===== config.mk =====
export PLATFORM = sky130hd
export DESIGN_NAME = alu_wide_serial
export DESIGN_NICKNAME = d
export VERILOG_FILES = /design/src/rtl/alu_wide_serial.sv
export SDC_FILE = /design/constraint.sdc
export NUM_CORES = 1
export LEC_CHECK = 0
export ABC_AREA = 1
export CAP_MARGIN = 30
export CORE_MARGIN = 2
export CORE_UTILIZATION = 45
export DETAILED_ROUTE_END_ITERATION = 7
export GPL_TIMING_DRIVEN = 1
export PLACE_DENSITY = 0.7
export SYNTH_ARGS = -nofsm -noshare
export SYNTH_HDL_FRONTEND = slang
export SYNTH_SLANG_ARGS = --single-unit

===== constraint.sdc =====
create_clock -name clk -period 4.3 [get_ports clk]
set_input_delay 1.29 -clock clk [delete_from_list [all_inputs] [get_ports clk]]
set_output_delay 1.29 -clock clk [all_outputs]
set_load 0.02 [all_outputs]

===== src/rtl/alu_wide_serial.sv =====
// rtl/alu_wide_serial.sv - byte-serial width-parametrised ALU with start/busy/done handshake (optional macro: ALU_WIDE_BCD_EN)
module alu_wide_serial #(
    parameter int WIDTH = 16
) (
    input  logic             clk,
    input  logic             reset_n,
    input  logic             RDY,
    input  logic             start,
    input  logic [3:0]       op,
    input  logic             right,
    input  logic             arith,
    input  logic [WIDTH-1:0] AI,
    input  logic [WIDTH-1:0] BI,
    input  logic             CI,
    input  logic             BCD,
    output logic             busy,
    output logic             done,
    output logic [WIDTH-1:0] OUT,
    output logic             CO,
    output logic             V,
    output logic             N,
    output logic             Z,
    output logic             HC
);

    localparam int         NB       = WIDTH / 8;
    localparam logic [2:0] LAST_IDX = 3'(NB - 1);

    typedef logic [WIDTH-1:0] word_t;
    typedef enum logic [1:0] {S_IDLE, S_RUN, S_DONE} state_t;

    state_t     state_q, state_d;
    logic [2:0] idx_q, idx_d;
    word_t      ai_q, ai_d;
    word_t      bi_q, bi_d;
    word_t      acc_q, acc_d;
    word_t      out_q, out_d;
    logic [3:0] op_q, op_d;
    logic       right_q, right_d;
    logic       arith_q, arith_d;
    logic       ci_q, ci_d;
    logic       carry_q, carry_d;
    logic       v_hold_q, v_hold_d;
    logic       hc_hold_q, hc_hold_d;
    logic       co_q, co_d;
    logic       v_q, v_d;
    logic       n_q, n_d;
    logic       z_q, z_d;
    logic       hc_q, hc_d;
    logic       busy_q, busy_d;
    logic       done_q, done_d;

`ifdef ALU_WIDE_BCD_EN
    logic       bcd_q, bcd_d;
`else
    logic       bcd_unused;
    assign bcd_unused = BCD;
`endif

    // Per-byte datapath signals for the byte selected by idx_q
    logic [5:0] base;
    logic       fill;
    logic [7:0] a_byte;
    logic [7:0] b_byte;
    logic [7:0] logic_byte;
    logic [7:0] adder_b;
    logic [7:0] sum_byte;
    logic [4:0] lo_sum;
    logic [4:0] hi_sum;
    logic [3:0] lo_nib;
    logic [3:0] hi_nib;
    logic       lo_carry;
    logic       hi_carry;
    logic       bcd_mode;
    logic       v_cur;
    logic       last_byte;

    // One byte of the 8-bit ALU: logic select, adder operand select, nibble adder with optional decimal adjust
    always_comb begin
        base       = {idx_q, 3'b000};
        fill       = arith_q ? ai_q[WIDTH-1] : ci_q;
        a_byte     = 8'(ai_q >> base);
        b_byte     = 8'(bi_q >> base);
`ifdef ALU_WIDE_BCD_EN
        bcd_mode   = bcd_q && (op_q == 4'b0011) && !right_q;
`else
        bcd_mode   = 1'b0;
`endif
        if (right_q) begin
            // Shifted byte: bit 7 comes from bit 0 of the byte above, or the fill bit for the MSB byte
            logic_byte = 8'(({fill, ai_q} >> base) >> 1);
        end else begin
            case (op_q[1:0])
                2'b00:   logic_byte = a_byte | b_byte;
                2'b01:   logic_byte = a_byte & b_byte;
                2'b10:   logic_byte = a_byte ^ b_byte;
                default: logic_byte = a_byte;
            endcase
        end
        case (op_q[3:2])
            2'b00:   adder_b = b_byte;
            2'b01:   adder_b = ~b_byte;
            2'b10:   adder_b = logic_byte;
            default: adder_b = 8'h00;
        endcase
        lo_sum = {1'b0, logic_byte[3:0]} + {1'b0, adder_b[3:0]} + {4'b0000, carry_q};
        lo_nib   = lo_sum[3:0];
        lo_carry = lo_sum[4];
`ifdef ALU_WIDE_BCD_EN
        if (bcd_mode && (lo_sum >= 5'd10)) begin
            lo_nib   = lo_sum[3:0] + 4'd6;
            lo_carry = 1'b1;
        end
`endif
        hi_sum = {1'b0, logic_byte[7:4]} + {1'b0, adder_b[7:4]} + {4'b0000, lo_carry};
        hi_nib   = hi_sum[3:0];
        hi_carry = hi_sum[4];
`ifdef ALU_WIDE_BCD_EN
        if (bcd_mode && (hi_sum >= 5'd10)) begin
            hi_nib   = hi_sum[3:0] + 4'd6;
            hi_carry = 1'b1;
        end
`endif
        sum_byte  = {hi_nib, lo_nib};
        v_cur     = a_byte[7] ^ adder_b[7] ^ hi_carry ^ sum_byte[7];
        last_byte = right_q ? (idx_q == 3'd0) : (idx_q == LAST_IDX);
    end

    // Sequencer next state: latch operands on start, walk the bytes, publish result and flags on completion
    always_comb begin
        state_d   = state_q;
        idx_d     = idx_q;
        ai_d      = ai_q;
        bi_d      = bi_q;
        acc_d     = acc_q;
        out_d     = out_q;
        op_d      = op_q;
        right_d   = right_q;
        arith_d   = arith_q;
        ci_d      = ci_q;
        carry_d   = carry_q;
        v_hold_d  = v_hold_q;
        hc_hold_d = hc_hold_q;
        co_d      = co_q;
        v_d       = v_q;
        n_d       = n_q;
        z_d       = z_q;
        hc_d      = hc_q;
        busy_d    = busy_q;
        done_d    = done_q;
`ifdef ALU_WIDE_BCD_EN
        bcd_d     = bcd_q;
`endif
        case (state_q)
            S_IDLE: begin
                if (start) begin
                    ai_d    = AI;
                    bi_d    = BI;
                    op_d    = op;
                    right_d = right;
                    arith_d = arith;
                    ci_d    = CI;
`ifdef ALU_WIDE_BCD_EN
                    bcd_d   = BCD;
`endif
                    // Shifts never chain through the adder; op[3:2]=11 also ignores the carry in
                    carry_d = (right || (op[3:2] == 2'b11)) ? 1'b0 : CI;
                    idx_d   = right ? LAST_IDX : 3'd0;
                    busy_d  = 1'b1;
                    state_d = S_RUN;
                end
            end
            S_RUN: begin
                acc_d   = (acc_q & ~(word_t'(8'hFF) << base)) | (word_t'(sum_byte) << base);
                carry_d = right_q ? 1'b0 : hi_carry;
                if (idx_q == LAST_IDX) begin
                    v_hold_d  = v_cur;
                    hc_hold_d = lo_carry;
                end
                if (last_byte) begin
                    out_d   = acc_d;
                    co_d    = right_q ? ai_q[0] : hi_carry;
                    n_d     = acc_d[WIDTH-1];
                    z_d     = (acc_d == '0);
                    v_d     = (idx_q == LAST_IDX) ? v_cur : v_hold_q;
                    hc_d    = (idx_q == LAST_IDX) ? lo_carry : hc_hold_q;
                    busy_d  = 1'b0;
                    done_d  = 1'b1;
                    state_d = S_DONE;
                end else begin
                    idx_d = right_q ? (idx_q - 3'd1) : (idx_q + 3'd1);
                end
            end
            default: begin
                done_d  = 1'b0;
                idx_d   = 3'd0;
                state_d = S_IDLE;
            end
        endcase
    end

    // State registers; RDY low freezes everything, reset abandons any operation in flight
    always_ff @(posedge clk or negedge reset_n) begin
        if (!reset_n) begin
            state_q   <= S_IDLE;
            idx_q     <= 3'd0;
            ai_q      <= '0;
            bi_q      <= '0;
            acc_q     <= '0;
            out_q     <= '0;
            op_q      <= 4'd0;
            right_q   <= 1'b0;
            arith_q   <= 1'b0;
            ci_q      <= 1'b0;
            carry_q   <= 1'b0;
            v_hold_q  <= 1'b0;
            hc_hold_q <= 1'b0;
            co_q      <= 1'b0;
            v_q       <= 1'b0;
            n_q       <= 1'b0;
            z_q       <= 1'b0;
            hc_q      <= 1'b0;
            busy_q    <= 1'b0;
            done_q    <= 1'b0;
`ifdef ALU_WIDE_BCD_EN
            bcd_q     <= 1'b0;
`endif
        end else if (RDY) begin
            state_q   <= state_d;
            idx_q     <= idx_d;
            ai_q      <= ai_d;
            bi_q      <= bi_d;
            acc_q     <= acc_d;
            out_q     <= out_d;
            op_q      <= op_d;
            right_q   <= right_d;
            arith_q   <= arith_d;
            ci_q      <= ci_d;
            carry_q   <= carry_d;
            v_hold_q  <= v_hold_d;
            hc_hold_q <= hc_hold_d;
            co_q      <= co_d;
            v_q       <= v_d;
            n_q       <= n_d;
            z_q       <= z_d;
            hc_q      <= hc_d;
            busy_q    <= busy_d;
            done_q    <= done_d;
`ifdef ALU_WIDE_BCD_EN
            bcd_q     <= bcd_d;
`endif
        end
    end

    assign busy = busy_q;
    assign done = done_q;
    assign OUT  = out_q;
    assign CO   = co_q;
    assign V    = v_q;
    assign N    = n_q;
    assign Z    = z_q;
    assign HC   = hc_q;

endmodule


==> results of run 1 <==
[flip-flops by register name, summed over array words and instances (netlist names), 2 cells and up]
name / flops
OUT: 16
acc_q: 16
ai_q: 16
bi_q: 16
idx_q: 3
op_q: 4
state_q: 2
[worst min-delay path by stage]
stage / endpoint / from / cells after the start
after floorplan: bi_q[15] / bi_q[15] / 2
after global placement: ci_q / ci_q / 2
after detailed placement: bi_q[7] / bi_q[7] / 2
after CTS: bi_q[7] / bi_q[7] / 2
after global routing: bi_q[7] / bi_q[7] / 2
final: bi_q[7] / bi_q[7] / 2
[cells by family after synthesis]
group / Yosys count / share of synthesized area
xor gates and xnor gates: 3 / 0.005277
AOI/OAI and AO/OA: 120 / 0.1628
DFF: 85 / 0.4271
buffers and inverters: 83 / 0.07412
and+or+nand+nor: 303 / 0.2492
adders and majority gates: 30 / 0.08141
[worst min-delay path: cells and delay by family (launching register included)]
| family | cells | cell delay (ns) |
|---|---|---|
| flops | 1 | 0.36 |
| simple gates | 2 | 0.10 |
[synthesized netlist by cell type, drive strengths merged]
cell | number | area share
nand4 | 1 | 0.0013
nand3b | 1 | 0.0015
or2 | 2 | 0.0025
a22o | 3 | 0.0053
clkinv | 2 | 0.0040
dfrtp | 85 | 0.43
a22oi | 11 | 0.033
clkbuf | 13 | 0.0098
a21oi | 8 | 0.0080
o21ai | 76 | 0.080
o211ai | 14 | 0.021
o221ai | 3 | 0.0053
nor3 | 3 | 0.0040
o22ai | 2 | 0.0025
nor4 | 1 | 0.0025
xor2 | 1 | 0.0018
a31oi | 1 | 0.0043
nand3 | 23 | 0.024
buf | 12 | 0.017
fa | 4 | 0.016
xnor2 | 2 | 0.0035
nand2 | 245 | 0.19
o21a | 1 | 0.0015
nor2 | 27 | 0.023
ha | 26 | 0.065
o2bb2ai | 1 | 0.0018
inv | 56 | 0.043
[layout by cell type (no fill, tap or decap), types with 2 or more instances in the layout]
cell type / count
nand2_1: 240
dfrtp_1: 84
clkdlybuf4s50_1: 64
o21ai_0: 58
inv_1: 52
buf_4: 40
ha_1: 26
nor2_1: 22
nand3_1: 20
o211ai_1: 14
o21ai_2: 9
o21ai_1: 9
clkbuf_8: 9
a22oi_2: 8
a21oi_1: 7
fa_2: 4
clkinv_4: 4
a22oi_4: 3
nand3_2: 3
a22o_1: 3
o221ai_1: 3
nand2_2: 3
nor2_2: 3
nor2_4: 2
o22ai_1: 2
nor3_1: 2
inv_2: 2
or2_2: 2
xnor2_1: 2
inv_6: 2
[power by group through the flow]
stage          Combinational [uW]  Clock (uW)  Sequential [uW]
2_1_floorplan                2490           0             1470
3_3_place_gp                 3690           0             1440
3_5_place_dp                 3810           0             1460
4_1_cts                      3840         553             1440
5_1_grt                      4560         596             1490
6_report                     4040         543             1440
[metal layers]
metal / track usage / wire (microns) / up-vias
met2: 0.3549 / 5523 / 89
met3: 0.02809 / 444 / 15
met5: 0 / 0 / -
met4: 0.08228 / 192 / 0
met1: 0.2802 / 5278 / 2012
li1: - / - / 2208
[final cells by class]
| type | count | area, sq um |
|---|---|---|
| Clock buffer | 9 | 123.9 |
| Clock inverter | 7 | 60.06 |
| Fill cell | 1040 | 4556 |
| Inverter | 58 | 240.2 |
| Multi-Input combinational cell | 456 | 2562 |
| Sequential cell | 85 | 2128 |
| Tap cell | 140 | 175.2 |
| Timing Repair Buffer | 107 | 994.7 |
[per-stage QoR]
step	instance area, sq um	utilization	power, uW	std cells	TNS [ns]
2_1_floorplan	4992	-	3963	624	0
3_3_place_gp	5976	0.5512	5126	842	0
3_5_place_dp	6003	0.5538	5268	843	-0.03075
4_1_cts	6197	0.5717	5836	860	0
5_1_grt	6285	0.5798	6655	862	-1.648
6_report	6285	0.5798	6028	862	0
[repair_timing]
item	4_1_cts	5_1_grt
resized for setup	1	22
setup buffers	1	2
pin swaps	2	11
setup endpoints to repair	3	13
==> flow_summary.toml, run 1 <==
[outcome]
status = "completed"

[detailed_routing]
num_vias = 4324
drt_iter0_drc = 239
viasPerCell = 5.016
wirelength_mm = 11.44
ant_nets = 0
drc = 0
wl_per_cell_microns = 13.27
drt-pass1-iter-count = 4

[place]
place_ws_ns = -0.01382
io_buffers = 65
gp_congestion = 0.8810
dpl.hpwl_mm = 8.763

[clocking]
root_buffer = "clkbuf_8"
cts.sinks = 85
cts_tree = "done"
clk_pin_slew_ns = 0.09
insertion_delay_ns = 0.37
h-tree-depth = 3
cts_buffer_depth = 2
postCtsHoldBufs = 0
numCtsBuffers = 9

[sta]
finalCritPeriodShare = 0.9931
holdWs_ns = 0.4821
fin_ws_ns = 0.02985
period_needed_ns = 4.270
relSlewSlack = 0.4284
grt_setup_unrepaired = "true"
max_freq_mhz = 234.2
slew_viol_final = 0
setup_viol_count_final = 0
skew_ns = 0.01137
finalHoldViolations = 0
worstMarginPinSlew_ns = 0.8565

[grt]
first_global_vias = 4264
grt_usage = 0.2124
antenna_found_initial = 0
grt_pass1_wl_mm = 19.90
overflow = 0
grt_max_degree = 53

[yosys]
syn_inst = 624
syn_area_per_cell_sq_um = 7.980
seq_area_frac_synth = 0.4271
yosysWarnings = 0
syn_nets = 698
mappedNetlistArea_sq_um = 4980
ys_types = 42
ys_ff_latch = 85

[floorplanning]
rows = 38
die_y_microns = 109.2
io_pins = 67
dieArea_sq_um = 11920
die_w_microns = 109.2
core_area_sq_um = 10840
initial_core_util = 0.4594

[critical_path]
arrival_ns = 4.53
cp-endpoint = "V"
end_kind = "flop"
crit_required_ns = 4.56
worst-r2r-cell-count = 30
cp.depth = 30
critPathMostFrequentCell = "nand2_1"
crit_buf_inv = 5
worstSetupStartpoint = "idx_q[1]"
path_max_fanout = 9
startpoint_type = "flop"
cp_top_family = "simple AND/OR/NAND/NOR gates"
rrSetupSlack_ns = 0.03
rr_startpoint = "idx_q[1]"
worst_path_largest_cell_delay_ns = 0.42
criticalPathCategory = "flop to flop"
r2r_end = "V"
slowest_stage = "dfrtp_1"

[cells_and_area]
nets = 791
areaGrowthSynthToFinish_pct = 26.21
drive_gt1_frac = 0.1510
antenna_cells = 0

[power]
pwr-share-clk = 0.090
switchingPower_uw = 2916
swShare = 0.4838
combinationalPowerShare = 0.670
pwr-share-seq = 0.240
internal_power_uw = 3111
cellLeakagePower_uw = 0.003167
irDropWorstVdd_mv = 0.3581
p_per_area_nw_per_um2 = 959.1

[hold_path]
hp-class = "flop to flop"

[flow_run]
maxCapViolations = 0
No activity file was read; power rests on OpenSTA's default activity.
==> inputs of run 2 (changes only) <==
--- a/config.mk
+++ b/config.mk
@@ -7,6 +7,7 @@
 export LEC_CHECK = 0
 export ABC_AREA = 1
 export CAP_MARGIN = 30
+export CORE_ASPECT_RATIO = 0.6
 export CORE_MARGIN = 2
 export CORE_UTILIZATION = 45
 export DETAILED_ROUTE_END_ITERATION = 7
@@ -15,3 +16,4 @@
 export SYNTH_ARGS = -nofsm -noshare
 export SYNTH_HDL_FRONTEND = slang
 export SYNTH_SLANG_ARGS = --single-unit
+export TNS_END_PERCENT = 50
==> run 2 against run 1 <==
Net effect:
- the flow now finishes with violations (setup timing)
- die area is 0.23% higher
- design area rose by 2.3%
- fmax down 1.7%
- sequential share of layout area decreased by 0.77 points
- first-iteration DRC count down 2.9%
- combinational power is 1% higher
- sequential power is essentially flat
- worst setup slack worse by 0.074 ns
- clock skew fell by 0.0055 ns
- global-route usage is 1.2 points higher
- power rose by 6.2%
- sequential cell count stayed put
- critical endpoint is now v_hold_q
- largest power group unchanged
==> flow_summary.toml, run 2 (synthesis results as in run 1) <==
[outcome]
status = "finished with violations"
violations = "setup timing"

[critical_path]
arrival_ns = 4.57
critPathMostFrequentCell = "nand2_1"
rr_startpoint = "idx_q[2]"
end_kind = "flop"
worst_path_largest_cell_delay_ns = 0.42
criticalPathCategory = "flop to flop"
path_max_fanout = 4
worstSetupStartpoint = "idx_q[2]"
startpoint_type = "flop"
slowest_stage = "dfrtp_1"
crit_required_ns = 4.53

[sta]
skew_ns = 0.005820
relSlewSlack = 0.4224
max_freq_mhz = 230.2
grt_setup_unrepaired = "true"
holdWs_ns = 0.4760
period_needed_ns = 4.344
fin_ws_ns = -0.04441
slew_viol_final = 0
worstMarginPinSlew_ns = 0.8654
setup_viol_count_final = 2
finalHoldViolations = 0
finalCritPeriodShare = 1.010

[flow_run]
maxCapViolations = 0

[floorplanning]
dieArea_sq_um = 11950
io_pins = 67
core_area_sq_um = 10670
die_y_microns = 85.49
rows = 29
initial_core_util = 0.4668
die_w_microns = 139.8

[place]
placed_area_sq_um = 5939
gp_congestion = 0.8766
dpl.hpwl_mm = 8.997
io_buffers = 65
place_ws_ns = -0.1232
dp_cells = 832

[detailed_routing]
wirelength_mm = 12.35
drt_iter0_drc = 232
num_vias = 4371
ant_nets = 0
drc = 0
drt-pass1-iter-count = 5
wl_per_cell_microns = 14.27
viasPerCell = 5.053

[cells_and_area]
areaGrowthSynthToFinish_pct = 29.15
antenna_cells = 0
fin_area_sq_um = 6431
drive_gt1_frac = 0.1515
instances_no_fill = 865
mostFrequentLayoutCells = "nand2_1 (240), dfrtp_1 (84), clkdlybuf4s50_1 (64)"
utilization = 0.6029
final_common_cell = "nand2_1"
nets = 795

[power]
internal_power_uw = 3459
p_per_area_nw_per_um2 = 995.7
combinationalPowerShare = 0.638
pwr-share-seq = 0.228
swShare = 0.4599
cellLeakagePower_uw = 0.003236
irDropWorstVdd_mv = 0.4637
switchingPower_uw = 2945
pwr-share-clk = 0.134

[grt]
first_global_vias = 4503
grt_usage = 0.2247
overflow = 0
grt_max_degree = 48
grt_pass1_wl_mm = 21.38
antenna_found_initial = 0

[clocking]
root_buffer = "clkbuf_16"
h-tree-depth = 3
cts_buffer_depth = 2
postCtsHoldBufs = 0
cts_tree = "done"
numCtsBuffers = 9
cts.sinks = 85
clk_pin_slew_ns = 0.06
insertion_delay_ns = 0.34

[hold_path]
worstHoldStart = "bi_q[6]"
hp-class = "flop to flop"
[run 2: cell types whose count changed in the layout (fill, tap and decap cells not counted), sizes merged]
cell	delta
buf	+4
bufinv	+2
clkbuf	+2
clkinv	-3
clkinvlp	+1
inv	-2
[run 2: final cells by class]
| cell class | count | area [sq um] |
|---|---|---|
| repair buffers | 111 | 1026 |
| clock buffers | 11 | 242.7 |
| clock inverters | 5 | 83.83 |
| fillers | 928 | 4237 |
| inverters | 58 | 235.2 |
| multi-input cells | 456 | 2541 |
| flip-flops and latches | 85 | 2128 |
| well taps | 139 | 173.9 |
[run 2: through the flow]
step	power (uW)	TNS, ns
floorplan	3963	0
global placement	5062	0
detailed placement	5168	-0.3312
CTS	6311	-0.01506
global route	7022	-1.577
finish	6404	-0.07306
[run 2: critical path: cells and delay by family, from the launching register on]
family | cells | cell delay [ns]
DFF | 1 | 0.42
adders and majority gates | 5 | 1.48
and+or+nand+nor | 17 | 1.36
AOI/OAI and AO/OA | 6 | 0.69
buffers and inverters | 4 | 0.26
[run 2: final timing paths]
check | to | slack [ns] | cells after the start
min in group asynchronous | arith_q | 0.92 | 1
worst min-delay path | bi_q[6] | 0.48 | 2
worst min register to register | bi_q[6] | 0.48 | 2
worst max register to register | v_hold_q | -0.04 | 32
worst max-delay path | v_hold_q | -0.04 | 32
max in group asynchronous | OUT[1] | 2.77 | 2
[run 2: per-layer routing]
layer	GRT usage	share of wire
met1	0.3169	0.50
met2	0.3446	0.43
met3	0.05813	0.061
met4	0.06455	0.017
met5	0	0
[run 2: repair_timing]
item,4_1_cts,5_1_grt
pin swaps,1,4
setup endpoints to repair,4,20
resized for setup,3,15
buffers inserted,15,4
[run 2: power groups by stage]
| stage | Combinational (uW) | Clock, uW | Sequential, uW |
|---|---|---|---|
| after floorplan | 2490 | 0 | 1470 |
| after global placement | 3610 | 0 | 1450 |
| after detailed placement | 3700 | 0 | 1470 |
| after CTS | 3980 | 876 | 1460 |
| after global routing | 4600 | 911 | 1510 |
| final | 4080 | 860 | 1460 |
==> inputs of run 3 (changes only) <==
--- a/config.mk
+++ b/config.mk
@@ -7,12 +7,11 @@
 export LEC_CHECK = 0
 export ABC_AREA = 1
 export CAP_MARGIN = 30
-export CORE_ASPECT_RATIO = 0.6
 export CORE_MARGIN = 2
 export CORE_UTILIZATION = 45
 export DETAILED_ROUTE_END_ITERATION = 7
 export GPL_TIMING_DRIVEN = 1
-export PLACE_DENSITY = 0.7
+export PLACE_DENSITY = 0.67
 export SYNTH_ARGS = -nofsm -noshare
 export SYNTH_HDL_FRONTEND = slang
 export SYNTH_SLANG_ARGS = --single-unit
==> constraint.sdc (replaced) <==
create_clock -name clk -period 5 [get_ports clk]
set_input_delay 1.5 -clock clk [delete_from_list [all_inputs] [get_ports clk]]
set_output_delay 1.5 -clock clk [all_outputs]
set_load 0.02 [all_outputs]
==> run 3 against run 2 <==
Net effect:
- the flow now finishes without violations
- design area decreased by 6.9%
- register-to-register slack improved by 0.49 ns
- die area decreased by 0.23%
- utilization decreased by 5.1 points
==> flow_summary.toml, run 3 (synthesis results as in run 1) <==
[cells_and_area]
n_fill_cell = 1061
nets = 761
drive_gt1_frac = 0.08960
mostFrequentLayoutCells = "nand2_1 (242), dfrtp_1 (85), clkdlybuf4s50_1 (64)"
fin_area_sq_um = 5986
final_common_cell = "nand2_1"
areaGrowthSynthToFinish_pct = 20.20
antenna_cells = 0

[critical_path]
path_max_fanout = 11
cp.depth = 26
arrival_ns = 4.88
worstSetupStartpoint = "idx_q[1]"
crit_buf_inv = 2
worst-r2r-cell-count = 26
slowest_stage = "dfrtp_1"
rr_startpoint = "idx_q[1]"
crit_required_ns = 5.32
end_kind = "flop"
startpoint_type = "flop"
critPathMostFrequentCell = "nand2_1"
worst_path_largest_cell_delay_ns = 0.45
cp_top_family = "adder cells"
criticalPathCategory = "flop to flop"

[power]
irDropWorstVdd_mv = 0.2734
cellLeakagePower_uw = 0.003009
p_per_area_nw_per_um2 = 775.5

[detailed_routing]
num_vias = 4192
wl_per_cell_microns = 13.16
viasPerCell = 5.038
drc = 0
drt_iter0_drc = 186
ant_nets = 0
wirelength_mm = 10.95
drt-pass1-iter-count = 4

[place]
place_ws_ns = 0.2412
dpl.hpwl_mm = 8.236
gp_congestion = 0.8548
io_buffers = 65
placed_area_sq_um = 5773

[clocking]
postCtsHoldBufs = 0
cts.sinks = 85
numCtsBuffers = 9
root_buffer = "clkbuf_8"
insertion_delay_ns = 0.37
cts_buffer_depth = 2
cts_tree = "done"
clk_pin_slew_ns = 0.09
h-tree-depth = 3

[sta]
finalCritPeriodShare = 0.9116
setup_tns_ns = 0
setup_viol_count_final = 0
holdWs_ns = 0.4786
slew_viol_final = 0
relSlewSlack = 0.4346
finalHoldViolations = 0
max_freq_mhz = 219.4
grt_setup_unrepaired = "false"
worstMarginPinSlew_ns = 0.8472
fin_ws_ns = 0.4418
period_needed_ns = 4.558
skew_ns = 0.007818

[floorplanning]
dieArea_sq_um = 11920
die_w_microns = 109.2
io_pins = 67
rows = 38
core_area_sq_um = 10840
die_y_microns = 109.2
initial_core_util = 0.4594

[grt]
grt_usage = 0.2028
grt_pass1_wl_mm = 18.86
first_global_vias = 4031
overflow = 0
antenna_found_initial = 0
grt_max_degree = 52

[hold_path]
worstHoldStart = "ci_q"
hold_path_depth = 2
hp-class = "flop to flop"

[outcome]
status = "completed"

[flow_run]
maxCapViolations = 0
run 3: cell count changes in the layout (fill, tap and decap cells not counted), moves of 4 or more:
cell and delta:
clkbuf_8 +8, clkbuf_16 -9, o21ai_0 +7, buf_4 -35, fa_2 -4, o21ai_2 -4
fa_1 +4
run 3: layer usage:
layer / part of all wire / track usage / routed length [microns]
met5: 0 / 0 / 0
met4: 0.018 / 0.06420 / 192
met3: 0.052 / 0.04423 / 570
met2: 0.46 / 0.3305 / 5041
met1: 0.47 / 0.2697 / 5146
run 3: worst paths after layout:
path	slack [ns]	end
worst max-delay path	0.44	Z
worst min-delay path	0.48	ci_q
worst max register to register	0.44	Z
worst min register to register	0.48	ci_q
max in group asynchronous	3.30	bi_q[14]
min in group asynchronous	1.08	idx_q[2]
run 3: report_power, final:
group          total, uW  leakage [uW]  internal, uW  switching (uW)
clock network        454     0.0000872           185             269
logic               2940       0.00185          1150            1790
registers           1240       0.00107           996             248
run 3: tightest hold or removal path, cell delays in order (launching register included):
cell     delay [ns]
dfrtp_1        0.35
nand2_1        0.05
nand2_1        0.05
run 3: timing repair:
item | CTS | global route
setup buffers | 0 | 2
endpoints found under the setup margin | 0 | 5
resized for setup | 0 | 7
endpoints found under the hold margin | 0 | 0
run 3: metrics by stage:
| step | util | total power, uW | cells |
|---|---|---|---|
| global route | 0.5522 | 5169 | 832 |
| finish | 0.5522 | 4642 | 832 |
| detailed placement | 0.5325 | 4175 | 814 |
| CTS | 0.5487 | 4640 | 830 |
| floorplan | - | 3375 | 624 |
| global placement | 0.5300 | 4094 | 813 |
run 3: area by class of cell:
type	count	area, sq um	share of cell area
clock inverter	6	47.55	0.007943
multi-input combinational	456	2505	0.4185
clock buffer	10	127.6	0.02132
timing repair buffer	77	765.7	0.1279
inverter	58	237.7	0.03972
tap	140	175.2	0.02926
sequential	85	2127	0.3554
